<file path="src/rtl/branch_commit_queue_pkg.sv">
// rtl/branch_commit_queue_pkg.sv - shared constants and truth macros for the branch commit queue
`ifndef BCQ_DEFS_SVH
`define BCQ_DEFS_SVH
`define TRUE  1'b1
`define FALSE 1'b0
`endif

package branch_commit_queue_pkg;
  localparam int BCQ_DEPTH = 16;
  localparam int BCQ_IDX_W = 4;
  localparam int BCQ_TAG_W = 8;
  localparam int BCQ_PC_W  = 32;
endpackage

</file>
<file path="src/rtl/branch_commit_queue_storage.sv">
// rtl/branch_commit_queue_storage.sv - entry arrays with push/resolve/pop write ports and bulk clear
module branch_commit_queue_storage
  import branch_commit_queue_pkg::*;
#(
  parameter int DEPTH = BCQ_DEPTH,
  parameter int IDX_W = BCQ_IDX_W,
  parameter int TAG_W = BCQ_TAG_W,
  parameter int PC_W  = BCQ_PC_W
) (
  input  logic             clk,
  input  logic             rst,
  input  logic             clear_all,
  input  logic             push_en,
  input  logic [IDX_W-1:0] push_idx,
  input  logic [TAG_W-1:0] push_tag,
  input  logic             push_pred,
  input  logic             res_en,
  input  logic [IDX_W-1:0] res_idx,
  input  logic             res_jump,
  input  logic [PC_W-1:0]  res_pc,
  input  logic             pop_en,
  input  logic [IDX_W-1:0] head_idx,
  output logic             head_ready,
  output logic [TAG_W-1:0] head_tag,
  output logic             head_pred,
  output logic             head_jump,
  output logic [PC_W-1:0]  head_pc
);

  logic [TAG_W-1:0] tag_mem  [DEPTH];
  logic             pred_mem [DEPTH];
  logic             jump_mem [DEPTH];
  logic [PC_W-1:0]  pc_mem   [DEPTH];
  logic [DEPTH-1:0] valid_q;
  logic [DEPTH-1:0] resolved_q;
  logic             res_hit;

  // Resolutions aimed at empty or squashed slots are silently dropped.
  assign res_hit = res_en && valid_q[res_idx];

  always_ff @(posedge clk) begin
    if (rst || clear_all) begin
      valid_q    <= '0;
      resolved_q <= '0;
    end else begin
      if (res_hit) resolved_q[res_idx] <= `TRUE;
      if (push_en) begin
        valid_q[push_idx]    <= `TRUE;
        resolved_q[push_idx] <= `FALSE;
      end
      if (pop_en) begin
        valid_q[head_idx]    <= `FALSE;
        resolved_q[head_idx] <= `FALSE;
      end
    end
  end

  always_ff @(posedge clk) begin
    if (push_en) begin
      tag_mem[push_idx]  <= push_tag;
      pred_mem[push_idx] <= push_pred;
    end
    if (res_hit) begin
      jump_mem[res_idx] <= res_jump;
      pc_mem[res_idx]   <= res_pc;
    end
  end

  assign head_ready = valid_q[head_idx] && resolved_q[head_idx];
  assign head_tag   = tag_mem[head_idx];
  assign head_pred  = pred_mem[head_idx];
  assign head_jump  = jump_mem[head_idx];
  assign head_pc    = pc_mem[head_idx];

endmodule

</file>
<file path="src/rtl/branch_commit_queue.sv">
// rtl/branch_commit_queue.sv - in-order branch commit queue driving predictor updates and mispredict flush
// Optional statistics counters are enabled with BCQ_STATS_EN.
module branch_commit_queue
  import branch_commit_queue_pkg::*;
#(
  parameter int DEPTH = BCQ_DEPTH,
  parameter int IDX_W = BCQ_IDX_W,
  parameter int TAG_W = BCQ_TAG_W,
  parameter int PC_W  = BCQ_PC_W
) (
  input  logic             clk,
  input  logic             rst,
  input  logic             rdy,
  input  logic             in_fetcher_valid,
  input  logic [TAG_W-1:0] in_fetcher_tag,
  input  logic             in_fetcher_pred,
  output logic             out_fetcher_full,
  output logic [IDX_W-1:0] out_fetcher_idx,
  input  logic             in_alu_valid,
  input  logic [IDX_W-1:0] in_alu_idx,
  input  logic             in_alu_jump_res,
  input  logic [PC_W-1:0]  in_alu_pc,
  output logic             out_bp_valid,
  output logic [TAG_W-1:0] out_bp_tag,
  output logic             out_bp_jump_res,
  output logic             out_flush,
  output logic [PC_W-1:0]  out_flush_pc,
  output logic [31:0]      out_stat_commits,
  output logic [31:0]      out_stat_mispred
);

  logic [IDX_W-1:0] head, tail;
  logic [IDX_W:0]   count, count_nxt;
  logic             bp_valid_q, flush_q, bp_jump_q;
  logic [TAG_W-1:0] bp_tag_q;
  logic [PC_W-1:0]  flush_pc_q;

  logic             head_ready, head_pred, head_jump;
  logic [TAG_W-1:0] head_tag;
  logic [PC_W-1:0]  head_pc;

  logic full, commit, mispredict, flushing, push_ok, res_ok, pop_ok;

  assign full       = (count == (IDX_W+1)'(DEPTH));
  assign commit     = rdy && (count != '0) && head_ready;
  assign mispredict = commit && (head_jump != head_pred);
  // Fetch/ALU traffic is dropped both in the squashing cycle and while the flush pulse is visible.
  assign flushing   = flush_q || mispredict;
  assign push_ok    = rdy && in_fetcher_valid && !full && !flushing;
  assign res_ok     = rdy && in_alu_valid && !flushing;
  assign pop_ok     = commit && !mispredict;

  branch_commit_queue_storage #(
    .DEPTH(DEPTH), .IDX_W(IDX_W), .TAG_W(TAG_W), .PC_W(PC_W)
  ) u_storage (
    .clk        (clk),
    .rst        (rst),
    .clear_all  (mispredict),
    .push_en    (push_ok),
    .push_idx   (tail),
    .push_tag   (in_fetcher_tag),
    .push_pred  (in_fetcher_pred),
    .res_en     (res_ok),
    .res_idx    (in_alu_idx),
    .res_jump   (in_alu_jump_res),
    .res_pc     (in_alu_pc),
    .pop_en     (pop_ok),
    .head_idx   (head),
    .head_ready (head_ready),
    .head_tag   (head_tag),
    .head_pred  (head_pred),
    .head_jump  (head_jump),
    .head_pc    (head_pc)
  );

  always_comb begin
    count_nxt = count;
    case ({push_ok, pop_ok})
      2'b10:   count_nxt = count + (IDX_W+1)'(1);
      2'b01:   count_nxt = count - (IDX_W+1)'(1);
      default: count_nxt = count;
    endcase
  end

  always_ff @(posedge clk) begin
    if (rst) begin
      head       <= '0;
      tail       <= '0;
      count      <= '0;
      bp_valid_q <= `FALSE;
      flush_q    <= `FALSE;
      bp_tag_q   <= '0;
      bp_jump_q  <= `FALSE;
      flush_pc_q <= '0;
    end else if (rdy) begin
      bp_valid_q <= commit;
      flush_q    <= mispredict;
      if (commit) begin
        bp_tag_q  <= head_tag;
        bp_jump_q <= head_jump;
      end
      if (mispredict) begin
        flush_pc_q <= head_pc;
        head       <= '0;
        tail       <= '0;
        count      <= '0;
      end else begin
        if (push_ok) tail <= tail + IDX_W'(1);
        if (pop_ok)  head <= head + IDX_W'(1);
        count <= count_nxt;
      end
    end else begin
      bp_valid_q <= `FALSE;
      flush_q    <= `FALSE;
    end
  end

  assign out_fetcher_full = full;
  assign out_fetcher_idx  = tail;
  assign out_bp_valid     = bp_valid_q;
  assign out_bp_tag       = bp_tag_q;
  assign out_bp_jump_res  = bp_jump_q;
  assign out_flush        = flush_q;
  assign out_flush_pc     = flush_pc_q;

`ifdef BCQ_STATS_EN
  logic [31:0] stat_commits_q, stat_mispred_q;

  always_ff @(posedge clk) begin
    if (rst) begin
      stat_commits_q <= '0;
      stat_mispred_q <= '0;
    end else begin
      if (commit)     stat_commits_q <= stat_commits_q + 32'd1;
      if (mispredict) stat_mispred_q <= stat_mispred_q + 32'd1;
    end
  end

  assign out_stat_commits = stat_commits_q;
  assign out_stat_mispred = stat_mispred_q;
`else
  assign out_stat_commits = '0;
  assign out_stat_mispred = '0;
`endif

endmodule

</file>
<file path="config.mk">
export PLATFORM = sky130hd
export DESIGN_NAME = branch_commit_queue
export DESIGN_NICKNAME = d
export VERILOG_FILES = /design/src/rtl/branch_commit_queue_pkg.sv /design/src/rtl/branch_commit_queue_storage.sv /design/src/rtl/branch_commit_queue.sv
export SDC_FILE = /design/constraint.sdc
export NUM_CORES = 1
export LEC_CHECK = 0
export CAP_MARGIN = 20
export CORE_MARGIN = 2
export CORE_UTILIZATION = 65
export CTS_BUF_LIST = sky130_fd_sc_hd__clkbuf_2
export CTS_CLUSTER_SIZE = 12
export DETAILED_ROUTE_END_ITERATION = 10
export PLACE_DENSITY = 0.86
export SLEW_MARGIN = 40
export SYNTH_ARGS = -nofsm -noshare
export SYNTH_HDL_FRONTEND = slang
export SYNTH_SLANG_ARGS = --single-unit
export TNS_END_PERCENT = 20
</file>
<file path="constraint.sdc">
create_clock -name clk -period 10.05 [get_ports clk]
set_clock_uncertainty 0.15 [all_clocks]
set_input_delay 1.005 -clock clk [delete_from_list [all_inputs] [get_ports clk]]
set_output_delay 1.005 -clock clk [all_outputs]
set_load 0.01 [all_outputs]
</file>
==> impl_metrics.tcl <==
set metrics [dict create \
    status "complete, no violations" \
    grtUsageTotal_pct 30.3 \
    dr_wl_met3_um 7700 \
    cp.buffers_inverters 2 \
    netlist_instances 1549 \
    reg2reg_to "count[4]" \
    insertion_delay_ps 1380 \
    ys_seq_elements 764 \
    worst_setup_path_end_kind "flip-flop" \
    grt-ovfl-total 0 \
    n_fill_cell 2652 \
    h-tree-depth 4 \
    cp_slowest_cell "buf_4" \
    critPathMaxStageDelay_ps 770 \
    grt_max_degree 73 \
    synth_area_leader_cell "edfxtp_1" \
    rsz0062_at_grt "no" \
    hold_class "in -> reg" \
    post_cts_buffers 0 \
    cts_resized 0 \
    drc_errors 0 \
    combPwrFrac_pct 2.2 \
    cts_hold_buffers 0 \
    routed-via-count 16622 \
    cts_buffers 177 \
    port_buffers 98 \
    grt_pass1_wl_um 104000 \
    hold_violations 0 \
    r2r_cells 16 \
    fin_nets 1831 \
    fp.coreArea_um2 46400 \
    start_util_pct 65.6 \
    power.leakage_uw 0.0108 \
    ys_seq_area_share_pct 72.4 \
    instances_no_fill 2530 \
    post-route-min-period_ps 5010 \
    cts_root_buffer "clkbuf_2" \
    hold_start "rst" \
    antenna_left 0 \
    fin_hold_ws_ps 116 \
    maxSlewViolCount 0 \
    wl_met2_um 35400 \
    setup_tns_ps 0 \
    max-slew-margin-rel_pct 40.0 \
    grt_pass1_vias 16988 \
    p_sw_share_pct 23.0 \
    crit_path_max_fanout 44 \
    synth_edf_count 672 \
    internal-power_uw 4360 \
    synth_ff_type "edfxtp_1" \
    final_cell_mix "672 x edfxtp_1, 271 x clkbuf_2, 215 x mux4_2" \
    fmax_mhz 199 \
    dp.cells 2193 \
    synthDominantCellAreaShare_pct 66.3 \
    hpwl_um 39000 \
    dieArea_um2 48600 \
    yosysWarnings 0 \
    power_switching_uw 1300 \
    cts_sinks 764 \
    setup_viol 0 \
    tritoncts "done" \
    antenna_found_initial 6 \
    cp_top_family "multiplexers" \
    num_io_pins 163 \
    wl_met1_um 25500 \
    syn_area_um2 30400 \
    power_frac_clock_pct 36.8 \
    min_to "out_bp_tag[5]" \
    highest_layer "met5" \
    placed_area_um2 32000 \
    synth_area_per_cell_um2 19.6 \
    clk_pin_slew_ps 110 \
    async_flop_share_pct 0 \
    die_height_um 220 \
    ys_types 62 \
    layout-area-overhead-vs-synth_pct 11.0 \
    die_w_um 220 \
    drt_iter0_drc 2324 \
    layout-drive-gt1-share_pct 31.1 \
    start_kind "flip-flop" \
    hold_path_depth 3 \
    via_per_inst 6.57 \
    clk_path_buf_depth 3 \
    wl_per_cell_um 28.0 \
    wirelength_um 70800 \
    synth_area_leaders "edfxtp_1 66%, mux4_2 16%, dfxtp_1 6.1%" \
    final_area_um2 33800 \
    gp_congestion 0.872 \
    critPathKind "reg -> reg" \
    worstMarginPinSlew_ps 900 \
    fin_crit_sh_pct 49.9 \
    rows 79 \
    max_cap_viol_count 0 \
    path_cells "mux4_2, mux2i_1, xnor2_1, mux2i_4, buf_4, nand2_2, nand2_1, ha_1, inv_1, fa_1, nor2b_1, o21a_1, nor3_1, nand3b_1, xor2_1, nor2_1" \
    ir_worst_vdd_v 0.000120 \
    post-route-util_pct 72.9 \
    arrival_ps 6090 \
    seqPwrFrac_pct 61.0 \
    dr.pass1.iters 6 \
    pwr_density_cell_nw_per_um2 168 \
    r2r_setup_slack_ps 5040 \
    layout_commonest_cell "edfxtp_1" \
    cp.required_ps 11130 \
]
==> Yosys cell counts (all sizes together) (7+ instances only) <==
master and n:
ha 12, a211oi 7, o21ai 41, mux2i 14, nand3 48, nor2b 9, edfxtp 672, nor2 18
mux4 216, o21a 12, clkbuf 49, dfxtp 92, inv 22, buf 114, nand2 37, a22o 10
a21oi 80, o221a 11
==> worst max path at each step <==
stage / start / endpoint / depth (start not counted)
floorplan: in_alu_idx[0] / u_storage.resolved_q[14] / 6
global placement: flip-flop / count[4] / 16
detailed placement: rdy / u_storage.pc_mem[6][3] / 8
CTS: flip-flop / count[4] / 16
global route: flip-flop / count[4] / 16
finish: flip-flop / count[4] / 16
==> area by class of cell <==
class	count	area [µm²]	share of cell area, %
Sequential cell	764	22000	65.2
Multi-Input combinational cell	662	7770	23.0
Clock buffer	271	1360	4.02
Timing Repair Buffer	139	1340	3.96
Tap cell	607	759	2.25
Clock inverter	58	403	1.19
Inverter	23	93.8	0.278
Antenna cell	6	15.0	0.0445
==> worst min-delay path: cells and delay by family <==
kind	cells	cell delay, ps
buf+inv	2	390
compound gates	1	190
==> metal layers <==
layer,vias to the layer above,GRT usage (%)
li1,6781,-
met1,8439,40.1
met2,1217,48.1
met3,181,7.53
met5,-,0
met4,4,14.1
==> per-stage QoR <==
stage	setup slack [ps]	total power [µW]
finish	5040	5660
global route	4770	5860
CTS	5060	5690
detailed placement	4890	3640
global placement	4880	3630
floorplan	3660	3590
==> power groups by stage <==
stage | sequential, µW | combinational, µW | clock (µW)
6_report | 3450 | 123 | 2080
5_1_grt | 3450 | 133 | 2270
4_1_cts | 3450 | 119 | 2120
3_5_place_dp | 3520 | 119 | 0
3_3_place_gp | 3520 | 111 | 0
2_1_floorplan | 3520 | 66.7 | 0
==> sequential cells by signal, summed over array words and instances (netlist names), named ones only <==
signal,flops
out_fetcher_idx,4
u_storage.resolved_q,16
u_storage.pred_mem,16
head,4
out_flush_pc,32
out_bp_tag,8
out_bp_valid,1
u_storage.jump_mem,16
u_storage.tag_mem,128
out_bp_jump_res,1
u_storage.pc_mem,512
u_storage.valid_q,16
count,5
out_flush,1
==> cells by family after synthesis <==
family                     count (synthesis)  synth area share (%)
xor gates and xnor gates                   9                 0.259
and+or+nand+nor                          152                  2.54
DFF                                      764                  72.4
other                                      1                0.0123
AOI/OAI and AO/OA                        188                  4.01
muxes                                    236                  16.7
adders and majority gates                 13                 0.559
buffers and inverters                    186                  3.52
No activity file was read; power rests on OpenSTA's default activity.
